$ cat src/rtl/muldiv_pkg.sv
// muldiv_pkg: shared op encodings, FSM states and counter sizing for the multiply/divide unit
package muldiv_pkg;
  localparam logic [1:0] OP_MULT  = 2'b00;
  localparam logic [1:0] OP_MULTU = 2'b01;
  localparam logic [1:0] OP_DIV   = 2'b10;
  localparam logic [1:0] OP_DIVU  = 2'b11;
  typedef enum logic [1:0] {IDLE, CALC, FIX} state_t;
  function automatic int cnt_width(int w);
    return $clog2(w);
  endfunction
endpackage

$ cat src/rtl/muldiv_step.sv
// muldiv_step: one shift-add multiply or restoring-divide iteration; divide step only when MULDIV_DIV_EN is defined
module muldiv_step
  import muldiv_pkg::*;
#(
  parameter int WIDTH = 32
) (
  input  logic             i_mode,
  input  logic [WIDTH-1:0] i_hi,
  input  logic [WIDTH-1:0] i_lo,
  input  logic [WIDTH-1:0] i_opnd,
  output logic [WIDTH-1:0] o_hi,
  output logic [WIDTH-1:0] o_lo
);
  logic [WIDTH:0]   w_sum;
  logic [WIDTH-1:0] w_mul_hi;
  logic [WIDTH-1:0] w_mul_lo;
  assign w_sum    = {1'b0, i_hi} + {1'b0, (i_lo[0] ? i_opnd : {WIDTH{1'b0}})};
  assign w_mul_hi = w_sum[WIDTH:1];
  assign w_mul_lo = {w_sum[0], i_lo[WIDTH-1:1]};
`ifdef MULDIV_DIV_EN
  logic [WIDTH:0] w_sh;
  logic [WIDTH:0] w_diff;
  logic           w_ok;
  assign w_sh   = {i_hi, i_lo[WIDTH-1]};
  assign w_diff = w_sh - {1'b0, i_opnd};
  assign w_ok   = ~w_diff[WIDTH];
  assign o_hi   = i_mode ? (w_ok ? w_diff[WIDTH-1:0] : w_sh[WIDTH-1:0]) : w_mul_hi;
  assign o_lo   = i_mode ? {i_lo[WIDTH-2:0], w_ok} : w_mul_lo;
`else
  assign o_hi   = i_mode ? i_hi : w_mul_hi;
  assign o_lo   = i_mode ? i_lo : w_mul_lo;
`endif
endmodule

$ cat src/rtl/muldiv_unit.sv
// muldiv_unit: iterative MULT/MULTU/DIV/DIVU into HI/LO with MTHI/MTLO; DIV/DIVU built only with MULDIV_DIV_EN
module muldiv_unit
  import muldiv_pkg::*;
#(
  parameter int WIDTH = 32
) (
  input  logic             clk,
  input  logic             reset,
  input  logic             start,
  input  logic [1:0]       op,
  input  logic [WIDTH-1:0] a,
  input  logic [WIDTH-1:0] b,
  input  logic             hi_we,
  input  logic             lo_we,
  input  logic [WIDTH-1:0] wdata,
  output logic             busy,
  output logic             done,
  output logic [WIDTH-1:0] hi,
  output logic [WIDTH-1:0] lo
);
  localparam int CW = cnt_width(WIDTH);
  state_t             r_state;
  logic [CW-1:0]      r_cnt;
  logic [WIDTH-1:0]   r_acc_hi;
  logic [WIDTH-1:0]   r_acc_lo;
  logic [WIDTH-1:0]   r_opnd;
  logic [WIDTH-1:0]   r_hi;
  logic [WIDTH-1:0]   r_lo;
  logic               r_is_div;
  logic               r_neg_q;
  logic               r_neg_r;
  logic               r_busy;
  logic               r_done;
  logic               w_div;
  logic               w_go;
  logic               w_sa;
  logic               w_sb;
  logic [WIDTH-1:0]   w_abs_a;
  logic [WIDTH-1:0]   w_abs_b;
  logic [WIDTH-1:0]   w_nxt_hi;
  logic [WIDTH-1:0]   w_nxt_lo;
  logic [2*WIDTH-1:0] w_prod;
  logic [2*WIDTH-1:0] w_prod_n;
  logic [WIDTH-1:0]   w_fix_hi;
  logic [WIDTH-1:0]   w_fix_lo;
`ifdef MULDIV_DIV_EN
  assign w_div = op[1];
`else
  assign w_div = 1'b0;
`endif
  assign w_go     = start && r_state == IDLE && (w_div || !op[1]);
  assign w_sa     = (op == OP_MULT || op == OP_DIV) && a[WIDTH-1];
  assign w_sb     = (op == OP_MULT || op == OP_DIV) && b[WIDTH-1];
  assign w_abs_a  = w_sa ? -a : a;
  assign w_abs_b  = w_sb ? -b : b;
  assign w_prod   = {r_acc_hi, r_acc_lo};
  assign w_prod_n = r_neg_q ? -w_prod : w_prod;
  assign w_fix_hi = r_is_div ? (r_neg_r ? -r_acc_hi : r_acc_hi) : w_prod_n[2*WIDTH-1:WIDTH];
  assign w_fix_lo = r_is_div ? (r_neg_q ? -r_acc_lo : r_acc_lo) : w_prod_n[WIDTH-1:0];
  muldiv_step #(.WIDTH(WIDTH)) u_step (
    .i_mode(r_is_div),
    .i_hi  (r_acc_hi),
    .i_lo  (r_acc_lo),
    .i_opnd(r_opnd),
    .o_hi  (w_nxt_hi),
    .o_lo  (w_nxt_lo)
  );
  // control FSM: latch magnitudes, iterate one step per cycle, sign-fix into HI/LO
  always_ff @(posedge clk) begin
    if (reset) begin
      r_state  <= IDLE;
      r_cnt    <= '0;
      r_acc_hi <= '0;
      r_acc_lo <= '0;
      r_opnd   <= '0;
      r_hi     <= '0;
      r_lo     <= '0;
      r_is_div <= 1'b0;
      r_neg_q  <= 1'b0;
      r_neg_r  <= 1'b0;
      r_busy   <= 1'b0;
      r_done   <= 1'b0;
    end else begin
      r_done <= 1'b0;
      case (r_state)
        IDLE: begin
          if (hi_we) r_hi <= wdata;
          if (lo_we) r_lo <= wdata;
          if (w_go) begin
            r_is_div <= w_div;
            r_acc_hi <= '0;
            r_acc_lo <= w_div ? w_abs_a : w_abs_b;
            r_opnd   <= w_div ? w_abs_b : w_abs_a;
            r_neg_q  <= w_sa ^ w_sb;
            r_neg_r  <= w_sa;
            r_cnt    <= CW'(WIDTH - 1);
            r_busy   <= 1'b1;
            r_state  <= CALC;
          end
        end
        CALC: begin
          r_acc_hi <= w_nxt_hi;
          r_acc_lo <= w_nxt_lo;
          r_cnt    <= r_cnt - 1'b1;
          if (r_cnt == '0) r_state <= FIX;
        end
        FIX: begin
          r_hi    <= w_fix_hi;
          r_lo    <= w_fix_lo;
          r_done  <= 1'b1;
          r_busy  <= 1'b0;
          r_state <= IDLE;
        end
        default: r_state <= IDLE;
      endcase
    end
  end
  assign busy = r_busy;
  assign done = r_done;
  assign hi   = r_hi;
  assign lo   = r_lo;
endmodule

$ cat config.mk
export PLATFORM = sky130hd
export DESIGN_NAME = muldiv_unit
export DESIGN_NICKNAME = d
export VERILOG_FILES = /design/src/rtl/muldiv_pkg.sv /design/src/rtl/muldiv_step.sv /design/src/rtl/muldiv_unit.sv
export SDC_FILE = /design/constraint.sdc
export NUM_CORES = 1
export LEC_CHECK = 0
export BUFFER_PORTS_ARGS = -buffer_cell sky130_fd_sc_hd__buf_4
export CAP_MARGIN = 5
export CORE_MARGIN = 2
export CORE_UTILIZATION = 52
export CTS_CLUSTER_DIAMETER = 150
export DETAILED_ROUTE_END_ITERATION = 12
export MAX_ROUTING_LAYER = met4
export PLACE_DENSITY_LB_ADDON = 0.08
export SETUP_SLACK_MARGIN = 0.2
export SLEW_MARGIN = 20
export SYNTH_ARGS = -nofsm -noshare
export SYNTH_HDL_FRONTEND = slang
export SYNTH_SLANG_ARGS = --single-unit
$ cat constraint.sdc
create_clock -name clk -period 3 [get_ports clk]
set_input_delay 0.6 -clock clk [delete_from_list [all_inputs] [get_ports clk]]
set_output_delay 0.6 -clock clk [all_outputs]
set_load 0.01 [all_outputs]
Yosys cells after proc, flatten, opt, wreduce, memory -nomap -nowiden
Index checks and enable logic that the tools add are counted.
{"block": "classes", "mux": 20, "reduce_logical": 17, "bitwise": 1, "eq_ne": 7, "n_addsub": 5}
{"operator": "$pmux 32 s2", "count": 4}
{"operator": "$mux 32", "count": 7}
{"operator": "$mux 64", "count": 1}
{"operator": "$neg 32->32", "count": 2}
{"operator": "$neg 64->64", "count": 1}
{"operator": "$add 32x32->33", "count": 1}
{"operator": "$reduce_and 2->1", "count": 6}
{"operator": "$pmux 5 s2", "count": 1}
{"operator": "$ne 2x2->1 const B", "count": 4}
{"operator": "$logic_not 5->1", "count": 1}
{"operator": "$mux 5", "count": 1}
{"operator": "$sub 5x1->5 const B", "count": 1}
{"operator": "$eq 2x2->1 const B", "count": 2}
{"operator": "$logic_and 1x1->1", "count": 4}
{"operator": "$logic_not 2->1", "count": 2}
{"operator": "$mux 2", "count": 2}
{"operator": "$pmux 2 s2", "count": 1}
{"operator": "$reduce_bool 2->1", "count": 2}
{"operator": "$eq 2x1->1 const B", "count": 1}
{"operator": "$mux 1", "count": 2}
{"operator": "$pmux 1 s2", "count": 1}
{"operator": "$logic_not 1->1", "count": 1}
{"operator": "$logic_or 1x1->1", "count": 1}
{"operator": "$xor 1x1->1", "count": 1}
{"block": "word_totals", "in_bits": 103, "reg_bits": 170, "elab_cells": 60}

Depth between registers and ports, before layout
Gate-level depths: netlist of run 1.
{"block": "depth", "ltp_word": 6, "ltp_mapped": 14, "depth_no_buf": 12}

By module
A second synthesis of run 1 with hierarchy kept.
{"block": "unflattened", "cells_unflattened": 1599, "area_unflattened_um2": 12275.5}
{"mod": "muldiv_unit", "cells_each": 1187, "seq_area_each_um2": 3403.3, "area_per_inst_um2": 9420.3, "instances": 1}
{"mod": "muldiv_step", "cells_each": 412, "seq_area_each_um2": 0.0, "area_per_inst_um2": 2855.2, "instances": 1}

Worst setup path after synthesis of run 1
OpenSTA, ideal clock, no wires.
{"block": "synth_timing", "path_type": "register to register", "from": "reg r_acc_lo[0]", "to": "reg r_hi[28] (netlist: hi[28])", "period_less_slack_ns": 3.066, "path_stages_with_launch": 13, "required_time_ns": 2.886, "setup_slack_ns": -0.066, "t_arrival_ns": 2.952, "path_cell_list": "dfxtp_1 buf_2 clkbuf_1 inv_1 ha_1 or3b_2 nor4_1 and3_1 nand4b_1 o31ai_1 xnor2_1 nor2_1 a2111oi_0"}
{"block": "synth_via", "elab_chain_cells": 3}
{"element": "start, declared", "line_no": "muldiv_unit.sv:25", "source": "logic [WIDTH-1:0] r_acc_lo;"}
{"element": "start signal, assigned", "line_no": "muldiv_unit.sv:92", "source": "r_acc_lo <= w_div ? w_abs_a : w_abs_b;"}
{"element": "start signal, assigned", "line_no": "muldiv_unit.sv:103", "source": "r_acc_lo <= w_nxt_lo;"}
{"element": "$neg 64->64", "line_no": "muldiv_unit.sv:57", "source": "assign w_prod_n = r_neg_q ? -w_prod : w_prod;"}
{"element": "$mux 64", "line_no": "muldiv_unit.sv:57"}
{"element": "$pmux 32 s2", "line_no": "muldiv_unit.sv:85", "source": "case (r_state)"}
{"element": "end signal, assigned", "line_no": "muldiv_unit.sv:87", "source": "if (hi_we) r_hi <= wdata;"}
{"element": "end signal, assigned", "line_no": "muldiv_unit.sv:108", "source": "r_hi <= w_fix_hi;"}
{"element": "end, declared", "line_no": "muldiv_unit.sv:27", "source": "logic [WIDTH-1:0] r_hi;"}
Every way passes these cells.
A chain may end at the register's enable or synchronous reset.

Final worst setup path of run 1
{"block": "layout_timing", "from": "reg r_acc_lo[0]", "to": "reg r_acc_hi[29]"}
{"block": "layout_via", "elab_chain_cells": 3}
{"element": "$mux 32", "line_no": "muldiv_step.sv:17", "source": "assign w_sum = {1'b0, i_hi} + {1'b0, (i_lo[0] ? i_opnd : {WIDTH{1'b0}})};"}
{"element": "$add 32x32->33", "line_no": "muldiv_step.sv:17"}
{"element": "$pmux 32 s2", "line_no": "muldiv_unit.sv:85"}
{"element": "end signal, assigned", "line_no": "muldiv_unit.sv:102", "source": "r_acc_hi <= w_nxt_hi;"}
{"element": "end, declared", "line_no": "muldiv_unit.sv:24", "source": "logic [WIDTH-1:0] r_acc_hi;"}
Every way passes these cells.

==> flow_summary.toml, run 1 <==
[cells_and_area]
syn_to_final_growth_pct = 29.3
fillers = 1827
mostFrequentLayoutCell = "buf_4"
design_area_um2 = 14200
layout_common_cells = "buf_4, dfxtp_1, nor2_1"
layoutNonFillerInstCount = 1889
drive_above_1_share_pct = 24.9
multi_input_area_um2 = 7570
nets = 1741
ff_latch_area_um2 = 3410

[clocking]
root_buffer = "clkbuf_16"
insertion_delay_ps = 440
cts.path.max_buffers = 2
cts_made_buffers = 17
htree_num_levels = 4
cts_tree = "yes"
clock_sinks = 170
clk_pin_slew_ps = 70

[floorplanning]
coreArea_um2 = 20800
die_x_um = 149
io_pins = 169
num_rows = 53
initial_core_util_pct = 52.6
fp.dieArea_um2 = 22200
die_h_um = 149

[drt]
wl_per_cell_um = 18.7
vias_per_cell = 6.06
ant_nets = 0
num_vias = 11500
drt-initial-drc-count = 782
remaining_drc_errors = 0
routed_wl_mm = 35.3
drt_first_pass_iters = 7

[global_route]
grt_pass1_wl_mm = 53.9
grt_pass1_vias = 10100
grt_start_max_net_pins = 88
grt_usage_pct = 31.6
antenna_found_initial = 1
grt-ovfl-total = 0

[timing]
slew_headroom_pct = 33.9
fmax_mhz = 354
post-route-period-util_pct = 94.1
drv_slew = 0
hold_viol = 0
tns_ps = 0
grt_setup_unrepaired = "true"
setup_viol = 0
tightest_slew_ps = 990
fin_worst_skew_ps = 8.81
finalCriticalPeriod_ps = 2820
setup_slack_ps = 178

[outcome]
status = "completed"

[yosys]
synth.distinct_cells = 66
synthArstFlopShare_pct = 0
syn_area_um2 = 11000
ys_seq_area_share_pct = 31.1
synth_warnings = 0
syn_nets = 1547
synth_cells = 1406
synth-edff-count = 0
synth-seq-cells = 170
synth_top_flop_cell = "dfxtp_1"
syn_area_per_cell_um2 = 7.79

[place]
gp_congestion = 0.980
place_ws_ps = 28.5
placed_cell_area_um2 = 13000
io_buffers = 168
place_inst = 1839
hpwl_mm = 26.3

[critical_path]
cp-end-kind = "flip-flop"
crit_path_max_fanout = 28
worstPathRequired_ps = 3330
cp-start-kind = "flip-flop"
arrival_ps = 3150
path_class = "reg2reg"

[power]
ir_drop_mv = 0.297
powerDensity_nw_per_um2 = 440
total_power_uw = 6230
p_leak_uw = 0.00577

[flow_run]
cap_violations = 0

[worst_hold_path]
min_path_type = "in2reg"
final cells by class:
cell class                 count  share of cell area [%]
antenna                        1                  0.0177
clock buffer                  21                    3.18
clock inverter                11                   0.813
inverter                      33                   0.875
multi-input combinational   1101                    53.5
sequential                   170                    24.1
tap                          275                    2.43
timing repair buffer         277                    15.1
where the power goes:
part | internal [uW] | total, uW | switching, uW
clock | 1180 | 2170 | 986
combinational | 667 | 1500 | 837
sequential | 2420 | 2560 | 139
cells in the mapped netlist, drive strengths merged, types with 33 or more instances:
| master | n | area share, % |
|---|---|---|
| nor2 | 159 | 5.5 |
| xnor2 | 61 | 4.9 |
| o21ai | 53 | 2.4 |
| dfxtp | 170 | 31 |
| nand2 | 103 | 3.5 |
| clkbuf | 94 | 3.2 |
| a21oi | 131 | 6.0 |
| ha | 37 | 4.2 |
| inv | 33 | 1.1 |
| and2 | 35 | 2.0 |
| a211oi | 62 | 4.3 |
| xor2 | 74 | 5.9 |
| a22oi | 34 | 2.3 |
per-stage QoR:
stage          util [%]  hold WS (ps)
2_1_floorplan         -           432
3_3_place_gp       62.3           442
3_5_place_dp       62.3           443
4_1_cts            66.0           425
5_1_grt            68.0           435
6_report           68.0           431
cell families (layout without fill, tap and decap cells):
group	count (synthesis)	count (layout)	synth area share (%)
buf+inv	135	342	4.65
xor+xnor	135	135	10.8
mux	1	1	0.0914
compound gates	472	472	28.5
fa+ha+maj	38	38	4.41
other cells	0	1	0
simple gates	455	455	20.5
flops	170	170	31.1
sequential cells by signal (all words and copies together), names as in the netlist:
| name | count |
|---|---|
| busy | 1 |
| done | 1 |
| hi | 32 |
| lo | 32 |
| r_acc_hi | 32 |
| r_acc_lo | 32 |
| r_cnt | 5 |
| r_neg_q | 1 |
| r_opnd | 32 |
| r_state | 2 |
routing by layer:
| metal | vias to the layer above | track usage (%) | part of all wire [%] |
|---|---|---|---|
| met3 | 47 | 4.16 | 6.4 |
| met1 | 5413 | 44.5 | 46 |
| met5 | - | - | 0 |
| li1 | 5567 | - | - |
| met4 | 0 | 9.52 | 2.2 |
| met2 | 425 | 47.2 | 45 |
worst max-delay path, cell delays in order (launching register included):
cell and delay (ps):
dfxtp_2 340, buf_4 140, buf_12 140, and2_1 140, ha_1 310, a21oi_1 270, nor2_1 80, nor3_1 280
a31oi_2 170, o21ai_2 180, a21oi_1 100, or3_1 310, a32o_1 250
worst paths after layout:
path | to | from | cells past startpoint | slack (ps)
min | r_opnd[0] | a[0] | 3 | 430
min reg2reg | hi[20] | hi[20] | 1 | 460
max reg2reg | r_acc_hi[29] | r_acc_lo[0] | 12 | 180
max | r_acc_hi[29] | r_acc_lo[0] | 12 | 180
what timing repair did:
item / 4_1_cts / 5_1_grt
setup endpoints to repair: 16 / 34
gates cloned: 0 / 0
hold buffers: 0 / 0
pin swaps: 15 / 41
gates resized for setup: 30 / 72
setup buffers: 5 / 12
Note: power is estimated with default switching activity, not from simulation.
==> run 2: changes to the inputs <==
--- a/config.mk
+++ b/config.mk
@@ -7,12 +7,12 @@
 export LEC_CHECK = 0
 export BUFFER_PORTS_ARGS = -buffer_cell sky130_fd_sc_hd__buf_4
 export CAP_MARGIN = 5
-export CORE_MARGIN = 2
-export CORE_UTILIZATION = 52
+export CORE_UTILIZATION = 54
+export CTS_BUF_LIST = sky130_fd_sc_hd__clkbuf_4 sky130_fd_sc_hd__clkbuf_8
 export CTS_CLUSTER_DIAMETER = 150
 export DETAILED_ROUTE_END_ITERATION = 12
 export MAX_ROUTING_LAYER = met4
-export PLACE_DENSITY_LB_ADDON = 0.08
+export PLACE_DENSITY = 0.84
 export SETUP_SLACK_MARGIN = 0.2
 export SLEW_MARGIN = 20
 export SYNTH_ARGS = -nofsm -noshare
==> flow_summary.toml, run 2 (same netlist as run 1, synthesis figures left out) <==
[place]
place_inst = 1840
place_ws_ps = 15.4
io_buffers = 168
gp_congestion = 0.986
hpwl_mm = 26.2

[floorplanning]
num_rows = 51
coreArea_um2 = 19700
initial_core_util_pct = 55.7
die_x_um = 144
fp.dieArea_um2 = 20900
die_h_um = 144
io_pins = 169

[timing]
tns_ps = 0
slew_headroom_pct = 43.9
grt_setup_unrepaired = "true"
finalCriticalPeriod_ps = 2830
fin_worst_skew_ps = 17.9
setup_slack_ps = 169
setup_viol = 0
fin_hold_ws_ps = 379
hold_viol = 0
post-route-period-util_pct = 94.4
fmax_mhz = 353
tightest_slew_ps = 842
drv_slew = 0

[power]
powerDensity_nw_per_um2 = 416
switching_share_pct = 33.4
switchingPower_uw = 1910
comb_power_share_pct = 25.1
cellInternalPower_uw = 3820
ir_drop_mv = 0.317
seqPwrFrac_pct = 44.7
total_power_uw = 5730
p_leak_uw = 0.00572
p_clk_share_pct = 30.2

[flow_run]
cap_violations = 0

[drt]
remaining_drc_errors = 0
drt_first_pass_iters = 6
drt-initial-drc-count = 1184
num_vias = 11600
wl_per_cell_um = 18.2
routed_wl_mm = 34.2
vias_per_cell = 6.19
ant_nets = 0

[critical_path]
r2r_end = "hi[17]"
cp-end-kind = "flip-flop"
arrival_ps = 3170
cp-start-kind = "flip-flop"
reg2reg_slack_ps = 170
rr_startpoint = "r_acc_lo[0]"
path_class = "reg2reg"
worstPathRequired_ps = 3340
r2r_cells = 9
crit_path_max_fanout = 6

[global_route]
grt_pass1_vias = 9997
grt-ovfl-total = 0
grt_usage_pct = 33.1
grt_start_max_net_pins = 88
antenna_found_initial = 0
grt_pass1_wl_mm = 52.5

[cells_and_area]
layout_common_cells = "buf_4, dfxtp_1, nor2_1"
nets = 1742
drive_above_1_share_pct = 23.7
syn_to_final_growth_pct = 25.8
layoutNonFillerInstCount = 1879
mostFrequentLayoutCell = "buf_4"
diodes = 0

[outcome]
status = "completed"

[clocking]
clock_sinks = 170
htree_num_levels = 4
cts.path.max_buffers = 2
hold_buffers = 0
clk_pin_slew_ps = 110
insertion_delay_ps = 480
cts_made_buffers = 17
root_buffer = "clkbuf_8"
cts_tree = "yes"

[worst_hold_path]
min_to = "r_opnd[0]"
hp-start = "a[0]"
min_path_cells = 3
min_path_type = "in2reg"
==> run 2: how the worst max path moves through the flow <==
stage	start	to	slack, ps	depth (start not counted)
3_5_place_dp	a[12]	r_opnd[26]	20	10
6_report	r_acc_lo[0]	hi[17]	170	9
5_1_grt	r_acc_lo[0]	hi[17]	70	9
3_3_place_gp	a[12]	r_opnd[26]	90	10
2_1_floorplan	r_acc_lo[0]	r_acc_hi[27]	190	14
4_1_cts	r_acc_lo[0]	hi[28]	150	11
==> run 2: critical path: stages (launching register included) <==
cell	delay, ps
dfxtp_4	370
buf_4	160
or4_4	530
nor4_4	300
nand3_2	120
or2_4	260
or3_4	350
or4_4	420
a21oi_2	150
nor4_1	50
==> run 2: through the flow <==
step / util (%) / cell area [um2]
after detailed placement: 66.3 / 13000
after global routing: 70.1 / 13800
after global placement: 66.3 / 13000
final: 70.1 / 13800
after CTS: 68.8 / 13500
after floorplan: - / 11000
==> run 2: cell type report <==
class / instances / area, um2
Tap cell: 265 / 332
Inverter: 33 / 124
Clock buffer: 17 / 234
Timing Repair Buffer: 278 / 2140
Multi-Input combinational cell: 1101 / 7360
Sequential cell: 170 / 3410
Fill cell: 1605 / 5880
Clock inverter: 15 / 181
==> run 2: layer usage <==
| metal | global-route usage (%) | vias up | wire (um) | share of wire [%] |
|---|---|---|---|---|
| li1 | - | 5546 | - | - |
| met1 | 46.6 | 5403 | 15000 | 44 |
| met2 | 49.3 | 622 | 15400 | 45 |
| met3 | 5.26 | 65 | 3270 | 9.5 |
| met4 | 7.92 | 0 | 598 | 1.7 |
| met5 | - | - | 0 | 0 |
==> run 2: power groups by stage <==
stage / Combinational, uW / Clock [uW] / Sequential [uW]
CTS: 1380 / 1730 / 2550
global route: 1550 / 1830 / 2580
finish: 1440 / 1730 / 2560
detailed placement: 1370 / 0 / 2610
floorplan: 797 / 0 / 2600
global placement: 1340 / 0 / 2600
==> run 2: what timing repair did <==
| action | in CTS | in global routing |
|---|---|---|
| gates resized for setup | 21 | 43 |
| gates cloned | 0 | 0 |
| setup buffers | 1 | 6 |
| endpoints found under the setup margin | 18 | 25 |
| pin swaps | 8 | 19 |
==> run 3: changes to the inputs <==
==> constraint.sdc (replaced) <==
create_clock -name clk -period 3 [get_ports clk]
set_input_delay 0 -clock clk [delete_from_list [all_inputs] [get_ports clk]]
set_output_delay 0 -clock clk [all_outputs]
set_load 0.01 [all_outputs]
==> flow_summary.toml, run 3 (same netlist as run 1, synthesis figures left out) <==
[place]
place_inst = 1815
hpwl_mm = 26.0
io_buffers = 168
gp_congestion = 0.977

[outcome]
status = "completed"

[cells_and_area]
layoutNonFillerInstCount = 1964
drive_above_1_share_pct = 23.4
mostFrequentLayoutCell = "buf_4"
nets = 1823
syn_to_final_growth_pct = 35.7
layout_common_cells = "buf_4, dfxtp_1, nor2_1"

[flow_run]
cap_violations = 0

[critical_path]
path_cells = "inv_1 -> ha_1 -> or3b_4 -> nor4_4 -> and3_4 -> nand3_2 -> o41ai_4 -> xor2_1 -> a2111oi_2 -> a21o_1"
slowest_stage = "or3b_4"
cp-end-kind = "flip-flop"
crit_path_max_fanout = 5
path_class = "reg2reg"
r2r_cells = 10
worstPathRequired_ps = 3440
slowest_delay_ps = 430
reg2reg_slack_ps = 130
arrival_ps = 3310
rr_startpoint = "r_acc_lo[1]"
r2r_end = "hi[16]"
cp-start-kind = "flip-flop"

[clocking]
cts.path.max_buffers = 2
insertion_delay_ps = 480
cts_made_buffers = 17
clk_pin_slew_ps = 110
cts_tree = "yes"
clock_sinks = 170
htree_num_levels = 4
root_buffer = "clkbuf_8"

[global_route]
grt_pass1_vias = 10900
grt-ovfl-total = 0
antenna_found_initial = 3
grt_start_max_net_pins = 67
grt_pass1_wl_mm = 56.5
grt_usage_pct = 36.0

[floorplanning]
fp.dieArea_um2 = 20900
die_h_um = 144
coreArea_um2 = 19700
io_pins = 169
initial_core_util_pct = 55.7
die_x_um = 144
num_rows = 51

[timing]
hold_viol = 0
setup_viol = 0
drv_slew = 0
grt_setup_unrepaired = "true"
tns_ps = 0
slew_headroom_pct = 46.1
finalCriticalPeriod_ps = 2870
fmax_mhz = 349
tightest_slew_ps = 808
post-route-period-util_pct = 95.6
fin_worst_skew_ps = 16.2

[worst_hold_path]
min_path_type = "in2reg"
hp-start = "wdata[16]"
min_to = "lo[16]"
min_path_cells = 5

[drt]
ant_nets = 0
wl_per_cell_um = 19.5
num_vias = 12400
drt-initial-drc-count = 1559
routed_wl_mm = 38.2
remaining_drc_errors = 0
vias_per_cell = 6.29
drt_first_pass_iters = 9

[power]
p_leak_uw = 0.00602
ir_drop_mv = 0.309
powerDensity_nw_per_um2 = 393
run 3: cell types whose count changed in the layout (fill, tap and decap cells not counted), moves of 4 or more:
cell,delta
a21oi_1,-4
a21oi_2,+4
buf_4,-23
buf_6,+4
diode_2,+4
dlygate4sd3_1,+101
ha_1,-9
ha_4,+7
run 3: area by class of cell:
type	instances	area, um2
multi-input cells	1101	7590
clock inverters	14	160
flip-flops and latches	170	3410
fillers	1393	4790
diodes	4	10.0
repair buffers	359	3000
clock buffers	18	241
well taps	265	332
inverters	33	124
run 3: worst max path at each step:
stage	slack, ps	to	start
after floorplan	190	r_acc_hi[27]	r_acc_lo[0]
after global routing	-60	hi[18]	r_acc_lo[0]
after detailed placement	30	r_acc_hi[29]	r_acc_lo[0]
after CTS	140	hi[16]	r_acc_lo[0]
after global placement	10	hi[16]	r_acc_lo[27]
final	130	hi[16]	r_acc_lo[1]
run 3: critical path: cells and delay by family, from the launching register on:
family	cells	cell delay (ps)
adders and majority gates	1	180
AOI/OAI and AO/OA	3	870
DFF	1	400
xor gates and xnor gates	1	130
and+or+nand+nor	4	1100
buffers and inverters	1	140
run 3: per-stage QoR:
| stage | utilization, % | hold slack, ps | total power, uW | instance area, um2 | worst slack (ps) |
|---|---|---|---|---|---|
| final | 75.6 | 33.4 | 5840 | 14900 | 133 |
| after global routing | 75.6 | 44.3 | 6080 | 14900 | -58.3 |
| after CTS | 73.3 | 15.6 | 5710 | 14400 | 138 |
| after detailed placement | 65.3 | 284 | 3950 | 12800 | 34.0 |
| after global placement | 65.3 | 272 | 3910 | 12800 | 11.2 |
| after floorplan | - | 136 | 3390 | 11000 | 194 |
run 3: repair_timing:
item	4_1_cts	5_1_grt
cloned	0	0
endpoints found under the hold margin	115	0
buffers inserted	2	10
endpoints found under the setup margin	17	35
gates resized for setup	31	83
pin swaps	11	31
hold buffers	101	0
run 3: where the power goes:
part | switching (uW) | leakage, uW | internal (uW)
clock | 981 | 0.000196 | 706
combinational | 852 | 0.00443 | 721
sequential | 164 | 0.00139 | 2410
run 3: metal layers:
| metal | part of all wire (%) | global-route usage [%] | vias up |
|---|---|---|---|
| li1 | - | - | 5713 |
| met1 | 40 | 46.0 | 5781 |
| met2 | 46 | 56.8 | 728 |
| met3 | 9.3 | 5.33 | 139 |
| met4 | 4.4 | 14.6 | 0 |
| met5 | 0 | - | - |
